--- src/rtl/video_sync_decoder_if.sv ---
`default_nettype none
// ============================================================================
//  Module      : video_sync_decoder_if
//  Description : Raw sync/de input bundle and decoded timing outputs.
//  Revision    : 1.0 - initial release
// ============================================================================
interface video_sync_decoder_if #(
    parameter int CORDW = 16
);
    logic             hsync_in;
    logic             vsync_in;
    logic             de_in;
    logic             de_out;
    logic [CORDW-1:0] sx;
    logic [CORDW-1:0] sy;
    logic             line_start;
    logic             frame_start;
    logic [CORDW-1:0] h_total;
    logic [CORDW-1:0] h_active;
    logic [CORDW-1:0] v_total;
    logic [CORDW-1:0] v_active;
    logic             locked;
    logic             err;

    modport master (
        output hsync_in, vsync_in, de_in,
        input  de_out, sx, sy, line_start, frame_start,
        input  h_total, h_active, v_total, v_active, locked, err
    );

    modport slave (
        input  hsync_in, vsync_in, de_in,
        output de_out, sx, sy, line_start, frame_start,
        output h_total, h_active, v_total, v_active, locked, err
    );
endinterface
`default_nettype wire

--- src/rtl/video_sync_decoder.sv ---
`default_nettype none
// ============================================================================
//  Module      : video_sync_decoder
//  Description : Recovers pixel coordinates, measures frame geometry, flags lock.
//  Revision    : 1.0 - initial release
// ============================================================================
module video_sync_decoder #(
    parameter int CORDW       = 16,
    parameter bit H_POL       = 1'b0,
    parameter bit V_POL       = 1'b0,
    parameter int LOCK_FRAMES = 2
) (
    input  wire logic           clk_pix,
    input  wire logic           rst,
    video_sync_decoder_if.slave vid
);
    localparam logic [CORDW-1:0] C_MAX  = '1;
    localparam logic [CORDW-1:0] C_ONE  = {{(CORDW-1){1'b0}}, 1'b1};
    localparam logic [3:0]       C_LOCK = 4'(LOCK_FRAMES);

    function automatic logic [CORDW-1:0] f_inc(input logic [CORDW-1:0] v);
        return (v == C_MAX) ? v : v + C_ONE;
    endfunction

    logic r_hs1, r_vs1, r_de1, r_hs2, r_vs2, r_de2;
    logic r_hedge, r_vedge, r_drise, r_dfall;
    logic r_de_out, r_ls, r_fs, r_vflag, r_fline;
    logic [CORDW-1:0] r_sx, r_sy;
    logic [CORDW-1:0] r_hp, r_ha, r_vl, r_va, r_ht_cur, r_ha_cur, r_ht_first, r_ha_first;
    logic r_ht_fv, r_ha_fv, r_bad;
    logic [CORDW-1:0] r_h_total, r_h_active, r_v_total, r_v_active;
    logic r_snap_valid, r_seen_v, r_locked, r_err;
    logic [3:0] r_mc;

    logic [CORDW-1:0] w_sx_n, w_sy_n;
    logic w_fline_n, w_ls_n, w_fs_n, w_vflag_eff;
    logic w_ht_mis, w_ha_mis, w_sat, w_snap_ok, w_locked_n;
    logic [3:0] w_mc_n;

    // Stage 1 samples normalised inputs; stage 2 keeps the previous sample and the edge flags
    always_ff @(posedge clk_pix) begin
        if (rst) begin
            {r_hs1, r_vs1, r_de1, r_hs2, r_vs2, r_de2} <= '0;
            {r_hedge, r_vedge, r_drise, r_dfall}       <= '0;
        end else begin
            r_hs1   <= (vid.hsync_in == H_POL);
            r_vs1   <= (vid.vsync_in == V_POL);
            r_de1   <= vid.de_in;
            r_hs2   <= r_hs1;
            r_vs2   <= r_vs1;
            r_de2   <= r_de1;
            r_hedge <= r_hs1 & ~r_hs2;
            r_vedge <= r_vs1 & ~r_vs2;
            r_drise <= r_de1 & ~r_de2;
            r_dfall <= ~r_de1 & r_de2;
        end
    end

    always_comb begin
        w_vflag_eff = r_vflag | r_vedge;
        w_sx_n      = r_sx;
        w_sy_n      = r_sy;
        w_fline_n   = r_fline;
        if (r_de2) begin
            if (r_drise) begin
                w_sx_n = '0;
                if (w_vflag_eff) begin
                    w_sy_n    = '0;
                    w_fline_n = 1'b1;
                end else begin
                    w_sy_n    = f_inc(r_sy);
                    w_fline_n = 1'b0;
                end
            end else begin
                w_sx_n = f_inc(r_sx);
            end
        end
        w_ls_n = r_de2 && (w_sx_n == '0);
        w_fs_n = w_ls_n && (w_sy_n == '0) && w_fline_n;
    end

    always_ff @(posedge clk_pix) begin
        if (rst) begin
            {r_de_out, r_ls, r_fs, r_vflag, r_fline} <= '0;
            r_sx <= '0;
            r_sy <= '0;
        end else begin
            r_de_out <= r_de2;
            r_sx     <= w_sx_n;
            r_sy     <= w_sy_n;
            r_ls     <= w_ls_n;
            r_fs     <= w_fs_n;
            r_fline  <= w_fline_n;
            r_vflag  <= r_drise ? 1'b0 : w_vflag_eff;
        end
    end

    assign w_ht_mis = r_hedge && r_ht_fv && (r_hp != r_ht_first);
    assign w_ha_mis = r_dfall && r_ha_fv && (r_ha != r_ha_first);
    assign w_sat    = (!r_hedge && (r_hp == C_MAX)) || (r_de2 && !r_drise && (r_ha == C_MAX))
                   || (r_hedge && (r_vl == C_MAX)) || (r_drise && (r_va == C_MAX));

    always_ff @(posedge clk_pix) begin
        if (rst) begin
            {r_hp, r_ha, r_vl, r_va}                    <= '0;
            {r_ht_cur, r_ha_cur, r_ht_first, r_ha_first} <= '0;
            {r_ht_fv, r_ha_fv, r_bad}                   <= '0;
        end else begin
            if (r_hedge) begin
                r_ht_cur <= r_hp;
                r_hp     <= C_ONE;
            end else begin
                r_hp <= f_inc(r_hp);
            end
            if (r_drise)     r_ha <= C_ONE;
            else if (r_de2)  r_ha <= f_inc(r_ha);
            if (r_dfall)     r_ha_cur <= r_ha;
            // A hedge coinciding with vedge opens the new frame rather than closing the old one
            if (r_vedge) begin
                r_vl       <= r_hedge ? C_ONE : '0;
                r_va       <= r_drise ? C_ONE : '0;
                r_ht_fv    <= r_hedge;
                r_ht_first <= r_hp;
                r_ha_fv    <= r_dfall;
                r_ha_first <= r_ha;
                r_bad      <= 1'b0;
            end else begin
                if (r_hedge) r_vl <= f_inc(r_vl);
                if (r_drise) r_va <= f_inc(r_va);
                if (r_hedge && !r_ht_fv) begin
                    r_ht_first <= r_hp;
                    r_ht_fv    <= 1'b1;
                end
                if (r_dfall && !r_ha_fv) begin
                    r_ha_first <= r_ha;
                    r_ha_fv    <= 1'b1;
                end
                if (w_ht_mis || w_ha_mis || w_sat) r_bad <= 1'b1;
            end
        end
    end

    // Published outputs double as the previous snapshot for the match test
    always_comb begin
        w_snap_ok = r_snap_valid && !r_bad
                 && (r_ht_cur == r_h_total) && (r_ha_cur == r_h_active)
                 && (r_vl == r_v_total) && (r_va == r_v_active)
                 && (r_ht_cur != '0) && (r_ha_cur != '0) && (r_vl != '0) && (r_va != '0);
        w_mc_n = r_mc;
        if (r_vedge && r_seen_v) begin
            if (!w_snap_ok)            w_mc_n = 4'd0;
            else if (r_mc != C_LOCK)   w_mc_n = r_mc + 4'd1;
        end
        w_locked_n = (w_mc_n == C_LOCK);
    end

    always_ff @(posedge clk_pix) begin
        if (rst) begin
            {r_h_total, r_h_active, r_v_total, r_v_active} <= '0;
            {r_snap_valid, r_seen_v, r_locked, r_err}      <= '0;
            r_mc <= '0;
        end else begin
            r_mc     <= w_mc_n;
            r_locked <= w_locked_n;
            r_err    <= r_locked && !w_locked_n;
            if (r_vedge) begin
                if (!r_seen_v) begin
                    r_seen_v <= 1'b1;
                end else begin
                    r_h_total    <= r_ht_cur;
                    r_h_active   <= r_ha_cur;
                    r_v_total    <= r_vl;
                    r_v_active   <= r_va;
                    r_snap_valid <= 1'b1;
                end
            end
        end
    end

    assign vid.de_out      = r_de_out;
    assign vid.sx          = r_sx;
    assign vid.sy          = r_sy;
    assign vid.line_start  = r_ls;
    assign vid.frame_start = r_fs;
    assign vid.h_total     = r_h_total;
    assign vid.h_active    = r_h_active;
    assign vid.v_total     = r_v_total;
    assign vid.v_active    = r_v_active;
    assign vid.locked      = r_locked;
    assign vid.err         = r_err;
endmodule
`default_nettype wire

--- src/flat_wrapper.sv ---
// flat-port wrapper written by rule: the top's interface ports become plain ports
module video_sync_decoder_flat 
#(
    parameter int CORDW       = 16,
    parameter bit H_POL       = 1'b0,
    parameter bit V_POL       = 1'b0,
    parameter int LOCK_FRAMES = 2
)
  (clk_pix, rst, vid_hsync_in, vid_vsync_in, vid_de_in, vid_de_out, vid_sx, vid_sy, vid_line_start, vid_frame_start, vid_h_total, vid_h_active, vid_v_total, vid_v_active, vid_locked, vid_err);
  video_sync_decoder_if #(.CORDW(CORDW)) vid_i ();
  input  wire logic clk_pix;
  input  wire logic rst;
  input wire logic [$bits(vid_i.hsync_in)-1:0] vid_hsync_in;
  input wire logic [$bits(vid_i.vsync_in)-1:0] vid_vsync_in;
  input wire logic [$bits(vid_i.de_in)-1:0] vid_de_in;
  output wire logic [$bits(vid_i.de_out)-1:0] vid_de_out;
  output wire logic [$bits(vid_i.sx)-1:0] vid_sx;
  output wire logic [$bits(vid_i.sy)-1:0] vid_sy;
  output wire logic [$bits(vid_i.line_start)-1:0] vid_line_start;
  output wire logic [$bits(vid_i.frame_start)-1:0] vid_frame_start;
  output wire logic [$bits(vid_i.h_total)-1:0] vid_h_total;
  output wire logic [$bits(vid_i.h_active)-1:0] vid_h_active;
  output wire logic [$bits(vid_i.v_total)-1:0] vid_v_total;
  output wire logic [$bits(vid_i.v_active)-1:0] vid_v_active;
  output wire logic [$bits(vid_i.locked)-1:0] vid_locked;
  output wire logic [$bits(vid_i.err)-1:0] vid_err;
  assign vid_i.hsync_in = vid_hsync_in;
  assign vid_i.vsync_in = vid_vsync_in;
  assign vid_i.de_in = vid_de_in;
  assign vid_de_out = vid_i.de_out;
  assign vid_sx = vid_i.sx;
  assign vid_sy = vid_i.sy;
  assign vid_line_start = vid_i.line_start;
  assign vid_frame_start = vid_i.frame_start;
  assign vid_h_total = vid_i.h_total;
  assign vid_h_active = vid_i.h_active;
  assign vid_v_total = vid_i.v_total;
  assign vid_v_active = vid_i.v_active;
  assign vid_locked = vid_i.locked;
  assign vid_err = vid_i.err;
  video_sync_decoder #(.CORDW(CORDW), .H_POL(H_POL), .V_POL(V_POL), .LOCK_FRAMES(LOCK_FRAMES)) u_core (.clk_pix(clk_pix), .rst(rst), .vid(vid_i));
endmodule
--- config.mk ---
export PLATFORM = sky130hd
export DESIGN_NAME = video_sync_decoder_flat
export DESIGN_NICKNAME = d
export VERILOG_FILES = /design/src/rtl/video_sync_decoder_if.sv /design/src/rtl/video_sync_decoder.sv /design/src/flat_wrapper.sv
export SDC_FILE = /design/constraint.sdc
export NUM_CORES = 1
export LEC_CHECK = 0
export CAP_MARGIN = 30
export CELL_PAD_IN_SITES_DETAIL_PLACEMENT = 1
export CELL_PAD_IN_SITES_GLOBAL_PLACEMENT = 2
export CORE_UTILIZATION = 38
export CTS_CLUSTER_SIZE = 24
export DETAILED_ROUTE_END_ITERATION = 8
export PLACE_DENSITY_LB_ADDON = 0.1
export SKIP_LAST_GASP = 1
export SLEW_MARGIN = 25
export SYNTH_ARGS = -nofsm -noshare
export SYNTH_HDL_FRONTEND = slang
export SYNTH_SLANG_ARGS = --single-unit
export TNS_END_PERCENT = 1
--- constraint.sdc ---
create_clock -name clk_pix -period 5.3 [get_ports clk_pix]
set_input_delay 1.06 -clock clk_pix [delete_from_list [all_inputs] [get_ports clk_pix]]
set_output_delay 1.06 -clock clk_pix [all_outputs]
set_load 0.02 [all_outputs]
==> results.yml <==
run_status:
  status: "complete, no violations"
cts:
  clk_pin_slew_worst_paths_ns: 0.06
  post_cts_buffers: 0
  clk_latency_ns: 0.55
  cts_buffers: 29
  cts.sinks: 250
  ctsHoldBuffers: 0
  cts_resized: 0
  clock-root-buffer: "clkbuf_16"
  cts_tree: "done"
  htree_levels: 1
  clock_path_buffers: 3
yosys:
  synth.ff_latch_count: 250
  synth-main-ff-cell: "dfxtp_1"
  synth.distinct_cells: 68
  synth_edf_count: 0
  ys_async_sr_fraction_pct: 0
  syn-num-nets: 1398
  postSynthAreaPerCell_um2: 8.38
  syn_inst: 1383
  yosysTopAreaCellShare_pct: 43.2
  ys_top_cells_by_area: "dfxtp_1 43%, mux2i_1 6.1%, nand2_1 5.9%"
  yosysTopAreaCell: "dfxtp_1"
  yosysWarningCount: 0
  synth_area_um2: 11600
  yosysSeqAreaShare_pct: 43.2
sta:
  finalCritPeriodShare_pct: 59.6
  setup_tns_ns: 0
  finalHoldViolCount: 0
  slew-limit-headroom_pct: 46.9
  finalWorstSetupSlack_ns: 2.14
  rsz0062_at_grt: "false"
  drv_slew: 0
  tightest_slew_ns: 0.790
  finalSetupViolCount: 0
  fmax_ghz: 0.316
  clock_skew_ns: 0.0104
  min_period_ns: 3.16
cells_and_area:
  fillCellCount: 3515
  seqCellArea_um2: 5010
  drive_gt1_share_pct: 5.54
  finalNonFillerCells: 1851
  areaGrowthSynthToFinish_pct: 20.3
  multi_input_area_um2: 6120
  num_antenna_cells: 0
  final_nets: 1453
floorplanning:
  core_area_um2: 29800
  dieArea_um2: 31200
  initial_core_util_pct: 38.9
  fp-row-count: 63
  io_pins: 106
  die_w_um: 177
  dieHeight_um: 177
place:
  port_buffers: 105
  dp.cells: 1796
  post-place-ws_ns: 2.18
  hpwl_um: 24800
  gp_congestion: 0.840
routing:
  vias: 9945
  via_per_inst: 5.37
  drt_iter0_markers: 548
  drc: 0
  wl_um: 35400
  dr.pass1.iters: 4
  antenna_left: 0
  route.detailed.wl_per_inst_um: 19.1
grt:
  busiest_layer: "met2"
  grt_usage_pct: 22.5
  grt_max_degree: 73
  grt_pass1_wl_um: 55900
  gr-total-overflow: 0
  globalRouteMet3Util_pct: 2.84
  antenna_found_initial: 0
  grt_pass1_vias: 9801
  grt_util_met2_pct: 35.7
  use_met1_pct: 32.4
critical_path:
  r2r-end: "u_core.vid.frame_start"
  critPathKind: "reg2reg"
  rr_startpoint: "u_core.r_de2"
  cp_max_fo: 19
  end_kind: "flip-flop"
  cp.arrival_ns: 3.63
  r2r_setup_slack_ns: 2.14
  cp-start-kind: "flip-flop"
  reg2reg_depth: 5
  worstPathRequired_ns: 5.76
min_path:
  min_path_cells: 1
  min_from: "u_core.r_hs2"
  holdPathEnd: "u_core.r_hedge"
  hold_class: "reg2reg"
power:
  worst_ir_drop_vdd_v: 0.000225
  leakage_nw: 5.16
  p_per_area_nw_per_um2: 308
run:
  maxCapViolations: 0
-- layout make-up --
type | instances | area share, %
Clock buffer | 41 | 6.03
Clock inverter | 13 | 1.75
Inverter | 34 | 0.915
Multi-Input combinational cell | 1010 | 43.9
Sequential cell | 250 | 35.9
Tap cell | 390 | 3.50
Timing Repair Buffer | 113 | 8.01
-- critical path: stages, from the launching register on --
cell and delay (ns):
dfxtp_1 0.82, nand2_1 0.63, nor2_1 0.59, o2111ai_1 0.18
or4_1 0.58, nor4_2 0.26
-- kinds of logic after synthesis --
kind of cell    after synthesis  synth area share, %
fa+ha+maj                    10                 1.08
mux                          71                 6.13
simple gates                600                 25.1
buf+inv                     123                 4.09
flops                       250                 43.2
compound gates              197                 10.4
xor+xnor                    132                 9.98
-- synth_stat cells (all sizes together), types with 7 or more instances --
library cell and n:
clkbuf 77, a211oi 9, nor4 41, xnor2 59, and4 8, nand4 38
buf 12, or2 7, o21ai 32, nor2b 24, nor2 175, and2 9
ha 10, nand2 182, inv 34, dfxtp 250, a21oi 106, nand3 37
mux2i 71, and3 9, nor3 27, or3 20, xor2 73
-- layout by cell type (no fill, tap or decap), types with 10 or more instances in the layout --
| master | n |
|---|---|
| a21oi_1 | 104 |
| nor2b_1 | 24 |
| nor4_1 | 38 |
| dfxtp_1 | 249 |
| nor2_1 | 175 |
| or3_1 | 20 |
| clkdlybuf4s50_1 | 104 |
| nand2_1 | 181 |
| ha_1 | 10 |
| xnor2_1 | 59 |
| xor2_1 | 73 |
| mux2i_1 | 71 |
| nand4_1 | 35 |
| clkbuf_16 | 29 |
| nand3_1 | 37 |
| inv_1 | 32 |
| o21ai_0 | 29 |
| nor3_1 | 27 |
-- report_power, final --
part | internal, mW | switching (mW) | total, mW
clock network | 1.44 | 0.824 | 2.26
registers | 1.89 | 0.0188 | 1.91
logic | 0.0396 | 0.0827 | 0.122
total | 3.37 | 0.926 | 4.30
-- per-layer routing --
| metal | part of all wire (%) | vias up |
|---|---|---|
| li1 | - | 4873 |
| met1 | 50 | 4896 |
| met2 | 45 | 135 |
| met3 | 3.2 | 41 |
| met4 | 1.8 | 0 |
| met5 | 0 | - |
-- through the flow --
stage | power [mW] | area (um^2) | utilization [%] | hold WS [ns]
after floorplan | 2.03 | 11600 | - | 0.367
after global placement | 2.07 | 12800 | 43.1 | 0.373
after detailed placement | 2.07 | 12800 | 43.1 | 0.374
after CTS | 4.35 | 13900 | 46.7 | 0.379
after global routing | 4.43 | 13900 | 46.8 | 0.401
final | 4.30 | 13900 | 46.8 | 0.377
-- sequential cells by signal, summed over array words and instances, names as in the netlist, 4 cells and up --
register	cells
u_core.r_vl	16
u_core.vid.sx	16
u_core.r_ha	16
u_core.vid.v_active	16
u_core.r_va	16
u_core.r_ht_cur	16
u_core.vid.sy	16
u_core.r_ha_first	16
u_core.vid.h_total	16
u_core.vid.v_total	16
u_core.vid.h_active	16
u_core.r_ht_first	16
u_core.r_ha_cur	16
u_core.r_hp	16
u_core.r_mc	4
-- how the worst max path moves through the flow --
stage / from / end / slack, ns / cells after the start
CTS: u_core.r_de2 / u_core.vid.frame_start / 2.16 / 5
floorplan: u_core.vid.sy[0] / u_core.vid.frame_start / 2.68 / 9
global route: u_core.r_de2 / u_core.vid.frame_start / 1.90 / 5
detailed placement: u_core.r_de2 / u_core.vid.frame_start / 2.18 / 5
global placement: u_core.r_de2 / u_core.vid.frame_start / 2.24 / 6
finish: u_core.r_de2 / u_core.vid.frame_start / 2.14 / 5
(Power assumes the default switching activity.)
